==> src/rtl/pipeline_ctrl_pkg.sv <==
// Shared types for the back-end stall/flush controller.
// Stage indices, pause vector type, FSM states and the stall encoder.
package pipeline_ctrl_pkg;

  localparam int PAUSE_W = 6;

  localparam int PC_STG  = 0;
  localparam int IF_STG  = 1;
  localparam int ID_STG  = 2;
  localparam int EX_STG  = 3;
  localparam int MEM_STG = 4;
  localparam int WB_STG  = 5;

  typedef logic [PAUSE_W-1:0] pause_t;

  typedef enum logic [1:0] {
    RUN,
    PEND,
    FLUSH
  } ctrl_state_t;

  typedef struct packed {
    logic mem;
    logic exec;
    logic decode;
    logic fetch;
  } stall_req_t;

  function automatic pause_t upto(input int k);
    pause_t m;
    for (int i = 0; i < PAUSE_W; i++) begin
      m[i] = (i <= k);
    end
    return m;
  endfunction

  // Simultaneous requests are legal, so the oldest stage takes priority.
  function automatic pause_t encode_pause(input stall_req_t r);
    pause_t p;
    priority case (1'b1)
      r.mem:    p = upto(MEM_STG);
      r.exec:   p = upto(EX_STG);
      r.decode: p = upto(ID_STG);
      r.fetch:  p = upto(IF_STG);
      default:  p = '0;
    endcase
    return p;
  endfunction

endpackage

==> src/rtl/pipeline_ctrl_if.sv <==
// Stall/flush bundle between the pipeline stages and the controller.
// master: pipeline side raising requests; slave: the controller.
interface pipeline_ctrl_if
  import pipeline_ctrl_pkg::*;
#(
  parameter int ADDR_W = 32,
  parameter int CNT_W  = 32
);

  logic              stall_req_if;
  logic              stall_req_id;
  logic              stall_req_ex;
  logic              stall_req_mem;
  logic              flush_req;
  logic [ADDR_W-1:0] flush_pc;
  pause_t            pause;
  logic              flush;
  logic [ADDR_W-1:0] new_pc;
  logic [CNT_W-1:0]  stall_cnt;
  logic              hang_err;

  modport master (
    output stall_req_if,
    output stall_req_id,
    output stall_req_ex,
    output stall_req_mem,
    output flush_req,
    output flush_pc,
    input  pause,
    input  flush,
    input  new_pc,
    input  stall_cnt,
    input  hang_err
  );

  modport slave (
    input  stall_req_if,
    input  stall_req_id,
    input  stall_req_ex,
    input  stall_req_mem,
    input  flush_req,
    input  flush_pc,
    output pause,
    output flush,
    output new_pc,
    output stall_cnt,
    output hang_err
  );

endinterface

==> src/rtl/pipeline_ctrl_stall_watchdog.sv <==
// Counts consecutive MEM stall cycles; raises a sticky hang flag
// once the run length reaches TIMEOUT.
module pipeline_ctrl_stall_watchdog #(
  parameter int TIMEOUT = 1023
) (
  input  logic clk,
  input  logic rst,
  input  logic stall,
  output logic hang_err
);

  localparam int W = $clog2(TIMEOUT + 1);

  logic [W-1:0] cnt;

  always_ff @(posedge clk) begin
    if (rst) begin
      cnt      <= '0;
      hang_err <= 1'b0;
    end else begin
      if (!stall) begin
        cnt <= '0;
      end else if (cnt != W'(TIMEOUT)) begin
        cnt <= cnt + W'(1);
      end
      if (stall && cnt == W'(TIMEOUT - 1)) begin
        hang_err <= 1'b1;
      end
    end
  end

endmodule

==> src/rtl/pipeline_ctrl.sv <==
// Back-end stall/flush controller: stall encoder, redirect FSM,
// saturating stall-cycle counter and MEM-stall watchdog.
module pipeline_ctrl
  import pipeline_ctrl_pkg::*;
#(
  parameter int ADDR_W  = 32,
  parameter int CNT_W   = 32,
  parameter int TIMEOUT = 1023
) (
  input logic           clk,
  input logic           rst,
  pipeline_ctrl_if.slave bus
);

  ctrl_state_t       state;
  logic              flush_q;
  logic [ADDR_W-1:0] pc_q;
  logic [CNT_W-1:0]  cnt_q;
  logic              hang_q;
  stall_req_t        req;
  pause_t            enc;
  pause_t            pause_d;

  assign req = '{
    mem:    bus.stall_req_mem,
    exec:   bus.stall_req_ex,
    decode: bus.stall_req_id,
    fetch:  bus.stall_req_if
  };

  // PEND freezes everything younger than MEM behind the redirect.
  always_comb begin
    enc     = encode_pause(req);
    pause_d = enc;
    unique case (state)
      RUN:     pause_d = enc;
      PEND:    pause_d = enc | upto(EX_STG);
      FLUSH:   pause_d = '0;
      default: pause_d = enc;
    endcase
    pause_d[WB_STG] = 1'b0;
  end

  always_ff @(posedge clk) begin
    if (rst) begin
      state   <= RUN;
      flush_q <= 1'b0;
      pc_q    <= '0;
    end else begin
      flush_q <= 1'b0;
      unique case (state)
        RUN: begin
          if (bus.flush_req) begin
            pc_q <= bus.flush_pc;
            if (!bus.stall_req_mem) begin
              state   <= FLUSH;
              flush_q <= 1'b1;
            end else begin
              state <= PEND;
            end
          end
        end
        PEND: begin
          if (!bus.stall_req_mem) begin
            state   <= FLUSH;
            flush_q <= 1'b1;
          end
        end
        FLUSH:   state <= RUN;
        default: state <= RUN;
      endcase
    end
  end

  always_ff @(posedge clk) begin
    if (rst) begin
      cnt_q <= '0;
    end else if (pause_d[PC_STG] && cnt_q != '1) begin
      cnt_q <= cnt_q + CNT_W'(1);
    end
  end

  pipeline_ctrl_stall_watchdog #(
    .TIMEOUT (TIMEOUT)
  ) u_wd (
    .clk      (clk),
    .rst      (rst),
    .stall    (bus.stall_req_mem),
    .hang_err (hang_q)
  );

  assign bus.pause     = pause_d;
  assign bus.flush     = flush_q;
  assign bus.new_pc    = pc_q;
  assign bus.stall_cnt = cnt_q;
  assign bus.hang_err  = hang_q;

endmodule
==> src/flat_wrapper.sv <==
// flat-port wrapper written by rule: the top's interface ports become plain ports
module pipeline_ctrl_flat import pipeline_ctrl_pkg::*;
#(
  parameter int ADDR_W  = 32,
  parameter int CNT_W   = 32,
  parameter int TIMEOUT = 1023
)
  (clk, rst, bus_stall_req_if, bus_stall_req_id, bus_stall_req_ex, bus_stall_req_mem, bus_flush_req, bus_flush_pc, bus_pause, bus_flush, bus_new_pc, bus_stall_cnt, bus_hang_err);
  pipeline_ctrl_if #(.ADDR_W(ADDR_W), .CNT_W(CNT_W)) bus_i ();
  input logic clk;
  input logic rst;
  input wire logic [$bits(bus_i.stall_req_if)-1:0] bus_stall_req_if;
  input wire logic [$bits(bus_i.stall_req_id)-1:0] bus_stall_req_id;
  input wire logic [$bits(bus_i.stall_req_ex)-1:0] bus_stall_req_ex;
  input wire logic [$bits(bus_i.stall_req_mem)-1:0] bus_stall_req_mem;
  input wire logic [$bits(bus_i.flush_req)-1:0] bus_flush_req;
  input wire logic [$bits(bus_i.flush_pc)-1:0] bus_flush_pc;
  output wire logic [$bits(bus_i.pause)-1:0] bus_pause;
  output wire logic [$bits(bus_i.flush)-1:0] bus_flush;
  output wire logic [$bits(bus_i.new_pc)-1:0] bus_new_pc;
  output wire logic [$bits(bus_i.stall_cnt)-1:0] bus_stall_cnt;
  output wire logic [$bits(bus_i.hang_err)-1:0] bus_hang_err;
  assign bus_i.stall_req_if = bus_stall_req_if;
  assign bus_i.stall_req_id = bus_stall_req_id;
  assign bus_i.stall_req_ex = bus_stall_req_ex;
  assign bus_i.stall_req_mem = bus_stall_req_mem;
  assign bus_i.flush_req = bus_flush_req;
  assign bus_i.flush_pc = bus_flush_pc;
  assign bus_pause = bus_i.pause;
  assign bus_flush = bus_i.flush;
  assign bus_new_pc = bus_i.new_pc;
  assign bus_stall_cnt = bus_i.stall_cnt;
  assign bus_hang_err = bus_i.hang_err;
  pipeline_ctrl #(.ADDR_W(ADDR_W), .CNT_W(CNT_W), .TIMEOUT(TIMEOUT)) u_core (.clk(clk), .rst(rst), .bus(bus_i));
endmodule
==> config.mk <==
export PLATFORM = sky130hd
export DESIGN_NAME = pipeline_ctrl_flat
export DESIGN_NICKNAME = d
export VERILOG_FILES = /design/src/rtl/pipeline_ctrl_pkg.sv /design/src/rtl/pipeline_ctrl_if.sv /design/src/rtl/pipeline_ctrl_stall_watchdog.sv /design/src/rtl/pipeline_ctrl.sv /design/src/flat_wrapper.sv
export SDC_FILE = /design/constraint.sdc
export NUM_CORES = 1
export LEC_CHECK = 0
export BUFFER_PORTS_ARGS = -buffer_cell sky130_fd_sc_hd__buf_2
export CAP_MARGIN = 20
export CORE_ASPECT_RATIO = 1.5
export CORE_MARGIN = 8
export CORE_UTILIZATION = 30
export CTS_BUF_LIST = sky130_fd_sc_hd__clkbuf_16
export CTS_CLUSTER_SIZE = 16
export DETAILED_ROUTE_END_ITERATION = 8
export GPL_TIMING_DRIVEN = 0
export PLACE_DENSITY_LB_ADDON = 0.08
export SETUP_SLACK_MARGIN = 0.2
export SYNTH_ARGS = -nofsm -noshare
export SYNTH_HDL_FRONTEND = slang
export SYNTH_HIERARCHICAL = 1
export SYNTH_SLANG_ARGS = --single-unit
==> constraint.sdc <==
create_clock -name clk -period 2.1 [get_ports clk]
set_clock_uncertainty 0.1 [all_clocks]
set_input_delay 0.42 -clock clk [delete_from_list [all_inputs] [get_ports clk]]
set_output_delay 0.42 -clock clk [all_outputs]
set_load 0.01 [all_outputs]
# After elaboration in Yosys (flattened, before gate mapping)
# Cells that the tools add are included.
# W data, S select, Z words.
[totals] ff_bits=78 input_bits=39 out_inout_bits=72 wordCells=34
[op_classes] n_addsub=2 n_eq_ne=7 muxes=12 n_bitwise=1 reduce_logical=6
[op_table] cell="$add A32 B1 Y32 const B" n=1
[op_table] cell="$ne A32 B32 Y1 const B" n=1
[op_table] cell="$add A10 B1 Y10 const B" n=1
[op_table] cell="$eq A10 B10 Y1 const B" n=1
[op_table] cell="$ne A10 B10 Y1 const B" n=1
[op_table] cell="$pmux W5 S2" n=1
[op_table] cell="$mux W2" n=4
[op_table] cell="$mux W5" n=1
[op_table] cell="$mux W4" n=1
[op_table] cell="$ne A2 B2 Y1 const B" n=2
[op_table] cell="$pmux W2 S2" n=1
[op_table] cell="$reduce_and A2 Y1" n=2
[op_table] cell="$mux W3" n=1
[op_table] cell="$eq A2 B1 Y1 const B" n=1
[op_table] cell="$eq A2 B2 Y1 const B" n=1
[op_table] cell="$logic_and A1 B1 Y1" n=2
[op_table] cell="$logic_not A2 Y1" n=1
[op_table] cell="$mux W1" n=2
[op_table] cell="$pmux W1 S2" n=1
[op_table] cell="$reduce_or A2 Y1" n=1
[op_table] cell="$not A1 Y1" n=1

# Logic depth before layout (Yosys ltp)
[logic_depth] ltp_word=6 mapped_depth=9

# Cells and area by module
# Netlist, hierarchy kept.
[by_module_without_submodules] mod="pipeline_ctrl" instances=1 cells_per_inst=372 area_per_inst_um2=2975.4
[by_module_without_submodules] mod="pipeline_ctrl_stall_watchdog" instances=1 cells_per_inst=62 area_per_inst_um2=573.0

# Worst setup path after synthesis
# No wires, ideal clock.
[synth_timing] path_kind="register to register" start="register u_core.state[0]" end="register u_core.cnt_q[28], in the netlist u_core/bus.stall_cnt[28]" arrival_time_ps=2136 t_required_ps=1930 setup_slack_ps=-206 path_stages_with_launch=9 period_less_slack_ps=2306 cell_sequence="dfxtp_1 inv_1 ha_1 nor2b_1 a21o_1 or4_1 buf_2 or3_1 a21oi_1"
[synth_via] elab_chain_len=3 word_cells_on_any_way=4
[synth_lines] item="from (decl)" line="pipeline_ctrl.sv:15" rtl="ctrl_state_t state;"
[synth_lines] item="from (signal assigned)" line="pipeline_ctrl.sv:46" rtl="state <= RUN;"
[synth_lines] item="from (signal assigned)" line="pipeline_ctrl.sv:56" rtl="state <= FLUSH;"
[synth_lines] item="from (signal assigned)" line="pipeline_ctrl.sv:59" rtl="state <= PEND;"
[synth_lines] item="$eq A2 B2 Y1 or $eq A2 B1 Y1 (tied branches)" line="pipeline_ctrl.sv:35" rtl="unique case (state)"
[synth_lines] item="$pmux W5 S2 (*)" line="pipeline_ctrl.sv:35"
[synth_lines] item="$logic_and A1 B1 Y1 (*)" line="pipeline_ctrl.sv:78" rtl="end else if (pause_d[PC_STG] && cnt_q != '1) begin"
[synth_lines] item="to (signal assigned)" line="pipeline_ctrl.sv:79" rtl="cnt_q <= cnt_q + CNT_W'(1);"
[synth_lines] item="to (decl)" line="pipeline_ctrl.sv:18" rtl="logic [CNT_W-1:0] cnt_q;"
# Mark *: on every way between the ends. The rest lies on a longest branch, timed or not.
# A chain may end at the register's enable or synchronous reset.

# Worst setup path in the final report
# Ends and elaborated chain as after synthesis.

==> impl_metrics.yaml <==
cells_and_area:
  final_layout_size_suffix_gt1_frac: 0.397
  final_nets: 624
  num_antenna_cells: 0
  post_layout_nonfiller_instances: 735
  fillers: 1201
  area_growth_pct: 45.6
timing:
  slew_viol_final: 0
  hold_viol: 0
  max-slew-margin-rel: 0.596
  period_minus_slack_ns: 2.25
  rsz0062_at_grt: "true"
  fmax_mhz: 445
  finalCritPeriodShare: 1.07
  hold_slack_ns: 0.185
  worst_pin_slew_ns: 0.606
  fin_tns_setup_ns: -0.881
  setup_viol: 11
  fin_ws_ns: -0.149
clock_network:
  clk_latency_ns: 0.34
  cts_tree: "yes"
  clockRootBuffer: "clkbuf_16"
  clock_path_buffers: 2
  clkTransAtPathRegs_ns: 0.06
  htreeDepth: 3
  cts_sinks: 78
  cts_buffers: 9
detailed_routing:
  first_pass_iters: 4
  routed_via_density: 4.96
  vias: 3643
  wl_um: 11600
  drc: 0
  postRouteAntennaNets: 0
  post_drt_wl_per_cell_um: 15.7
  drt_iter0_drc: 127
die:
  io-pin-count: 111
  dieHeight_um: 149
  dieArea_um2: 15600
  start_util: 0.308
  rows: 48
  die_w_um: 105
  core-area_um2: 11500
grt:
  grt_pass1_vias: 3612
  gr-total-overflow: 0
  grt_usage: 0.144
  grt_max_degree: 14
  antenna_found_initial: 0
  grt_pass1_wl_um: 18300
setup_path:
  crit_top_cell: "buf_6"
  path_class: "register to register"
  end_kind: "register"
  crit_chain: "inv_2 > ha_4 > nor2b_4 > a21o_4 > buf_6 > or4_4 > buf_6 > or3_4 > a21oi_2"
  required_ns: 2.27
  reg2reg_setup_slack_ns: -0.15
  critPathSlowestCell: "or4_4"
  timing.rr.end: "u_core/bus.stall_cnt[28]"
  timing.rr.start: "u_core/state[0]"
  cpPeakStageDelay_ns: 0.41
  start_kind: "register"
  rr_worst_depth: 9
  arrival_ns: 2.42
  critPathMaxFanout: 4
yosys:
  synthCells: 434
  synth_edf_count: 0
  yosysSeqAreaShare: 0.440
  syn_area_um2: 3550
  postSynthAreaPerCell_um2: 8.18
  synthFlopType: "dfxtp_1"
  yosys_register_bits: 78
  yosysWarnings: 6
  ys_async_sr_fraction: 0
  syn_nets: 478
  synth_cell_types: 57
place:
  portBuffers: 109
  dp_cells: 693
  dp_hpwl_um: 8540
  finalWeightedCongestion: 0.794
worst_hold_path:
  whs_endpoint: "u_core/u_wd/hang_err"
  hold_class: "input pin to register"
  whs_path_depth: 2
  min-delay-start: "rst"
pwr:
  total_power_w: 0.00378
  vdd_drop_max_uv: 376
  cellPowerDensity_nw_per_um2: 732
  power_leakage_nw: 2.10
status:
  violations: "negative setup slack"
  status: "finished, violations left"
job:
  drv_cap: 0
==> cells in the mapped netlist (all sizes together), types with 6 or more instances <==
library cell | count | area, um2
nor3 | 6 | 30.0
o21ai | 15 | 75.1
nor2 | 34 | 133
and3 | 7 | 46.3
nor2b | 8 | 50.1
dfxtp | 78 | 1560
or3 | 14 | 87.6
inv | 10 | 37.5
xor2 | 6 | 52.6
nand4 | 13 | 81.3
and4 | 6 | 60.1
buf | 10 | 67.6
nand2 | 77 | 289
nor4 | 7 | 43.8
a21oi | 52 | 260
nand3 | 21 | 123
clkbuf | 13 | 48.8
==> kinds of logic after synthesis <==
| logic type | after synthesis | share of synthesized area |
|---|---|---|
| AND/OR/NAND/NOR | 207 | 0.297 |
| AO/OA/AOI/OAI | 94 | 0.158 |
| adder cells (fa/ha/maj) | 5 | 0.0176 |
| XOR/XNOR | 10 | 0.0247 |
| multiplexers | 6 | 0.0187 |
| buffers and inverters | 33 | 0.0434 |
| other | 1 | 0.00106 |
| flip-flops | 78 | 0.440 |
==> worst max path at each step <==
stage                                from                  endpoint  slack [ns]
after floorplan           u_core/state[1]  u_core/bus.stall_cnt[28]        0.03
after global routing      u_core/state[0]  u_core/bus.stall_cnt[28]       -0.21
final                     u_core/state[0]  u_core/bus.stall_cnt[28]       -0.15
after CTS                 u_core/state[0]  u_core/bus.stall_cnt[28]       -0.19
after detailed placement              rst  u_core/bus.stall_cnt[16]       -0.32
after global placement                rst  u_core/bus.stall_cnt[16]       -0.31
==> metal layers <==
layer	wire [um]	share of wire	vias to the layer above	track usage
li1	-	-	1835	-
met1	4670	0.40	1711	0.149
met2	6220	0.54	82	0.266
met3	465	0.040	15	0.0350
met4	214	0.018	0	0.0688
met5	0	0	-	0
==> final cells by class <==
| class | instances | area, um2 | area share |
|---|---|---|---|
| timing repair buffer | 135 | 791 | 0.153 |
| sequential | 78 | 1610 | 0.312 |
| inverter | 10 | 40.0 | 0.00775 |
| buffer | 23 | 136 | 0.0264 |
| tap | 150 | 188 | 0.0363 |
| clock inverter | 7 | 88.8 | 0.0172 |
| multi-input combinational | 323 | 2090 | 0.404 |
| clock buffer | 9 | 225 | 0.0436 |
==> worst max-delay path, delay by kind of cell (launching register included) <==
family | cells | cell delay (ns)
fa+ha+maj | 1 | 0.25
compound gates | 2 | 0.31
flops | 1 | 0.35
buf+inv | 3 | 0.32
simple gates | 3 | 0.86
==> cells in the final DEF, fill, tap and decap left out, types with 8 or more instances in the layout <==
cell	instances
buf_2	108
nand2_1	76
dfxtp_1	55
a21oi_1	50
nor2_1	31
buf_4	18
nand3_1	18
buf_6	17
dfxtp_2	15
nand4_1	13
o21ai_0	13
or3_1	13
clkbuf_1	11
clkbuf_16	9
inv_1	8
dfxtp_4	8
==> power breakdown <==
| part | internal [W] | leakage, nW | switching, W |
|---|---|---|---|
| clock | 0.00103 | 0.155 | 0.000624 |
| combinational | 0.000244 | 1.30 | 0.000290 |
| sequential | 0.00153 | 0.648 | 0.0000513 |
==> repair_timing <==
item,in CTS,in global routing
buffers inserted,23,2
resized for setup,46,24
hold buffers,0,0
endpoints found under the setup margin,53,44
gates cloned,1,0
pin swaps,26,5
==> state kept, by name (all words and copies together) (netlist names) <==
register,flops
u_core/state,2
u_core/bus.new_pc,32
u_core/bus.flush,1
u_core/u_wd/cnt,10
u_core/bus.stall_cnt,32
u_core/u_wd/hang_err,1
==> through the flow <==
stage          setup WS (ns)  cell area (um2)   util
5_1_grt               -0.205             5160  0.448
6_report              -0.149             5160  0.448
3_5_place_dp          -0.318             4360  0.378
3_3_place_gp          -0.309             4360  0.378
2_1_floorplan         0.0336             3620      -
4_1_cts               -0.187             5040  0.437
Note: power is estimated with default switching activity, not from simulation.
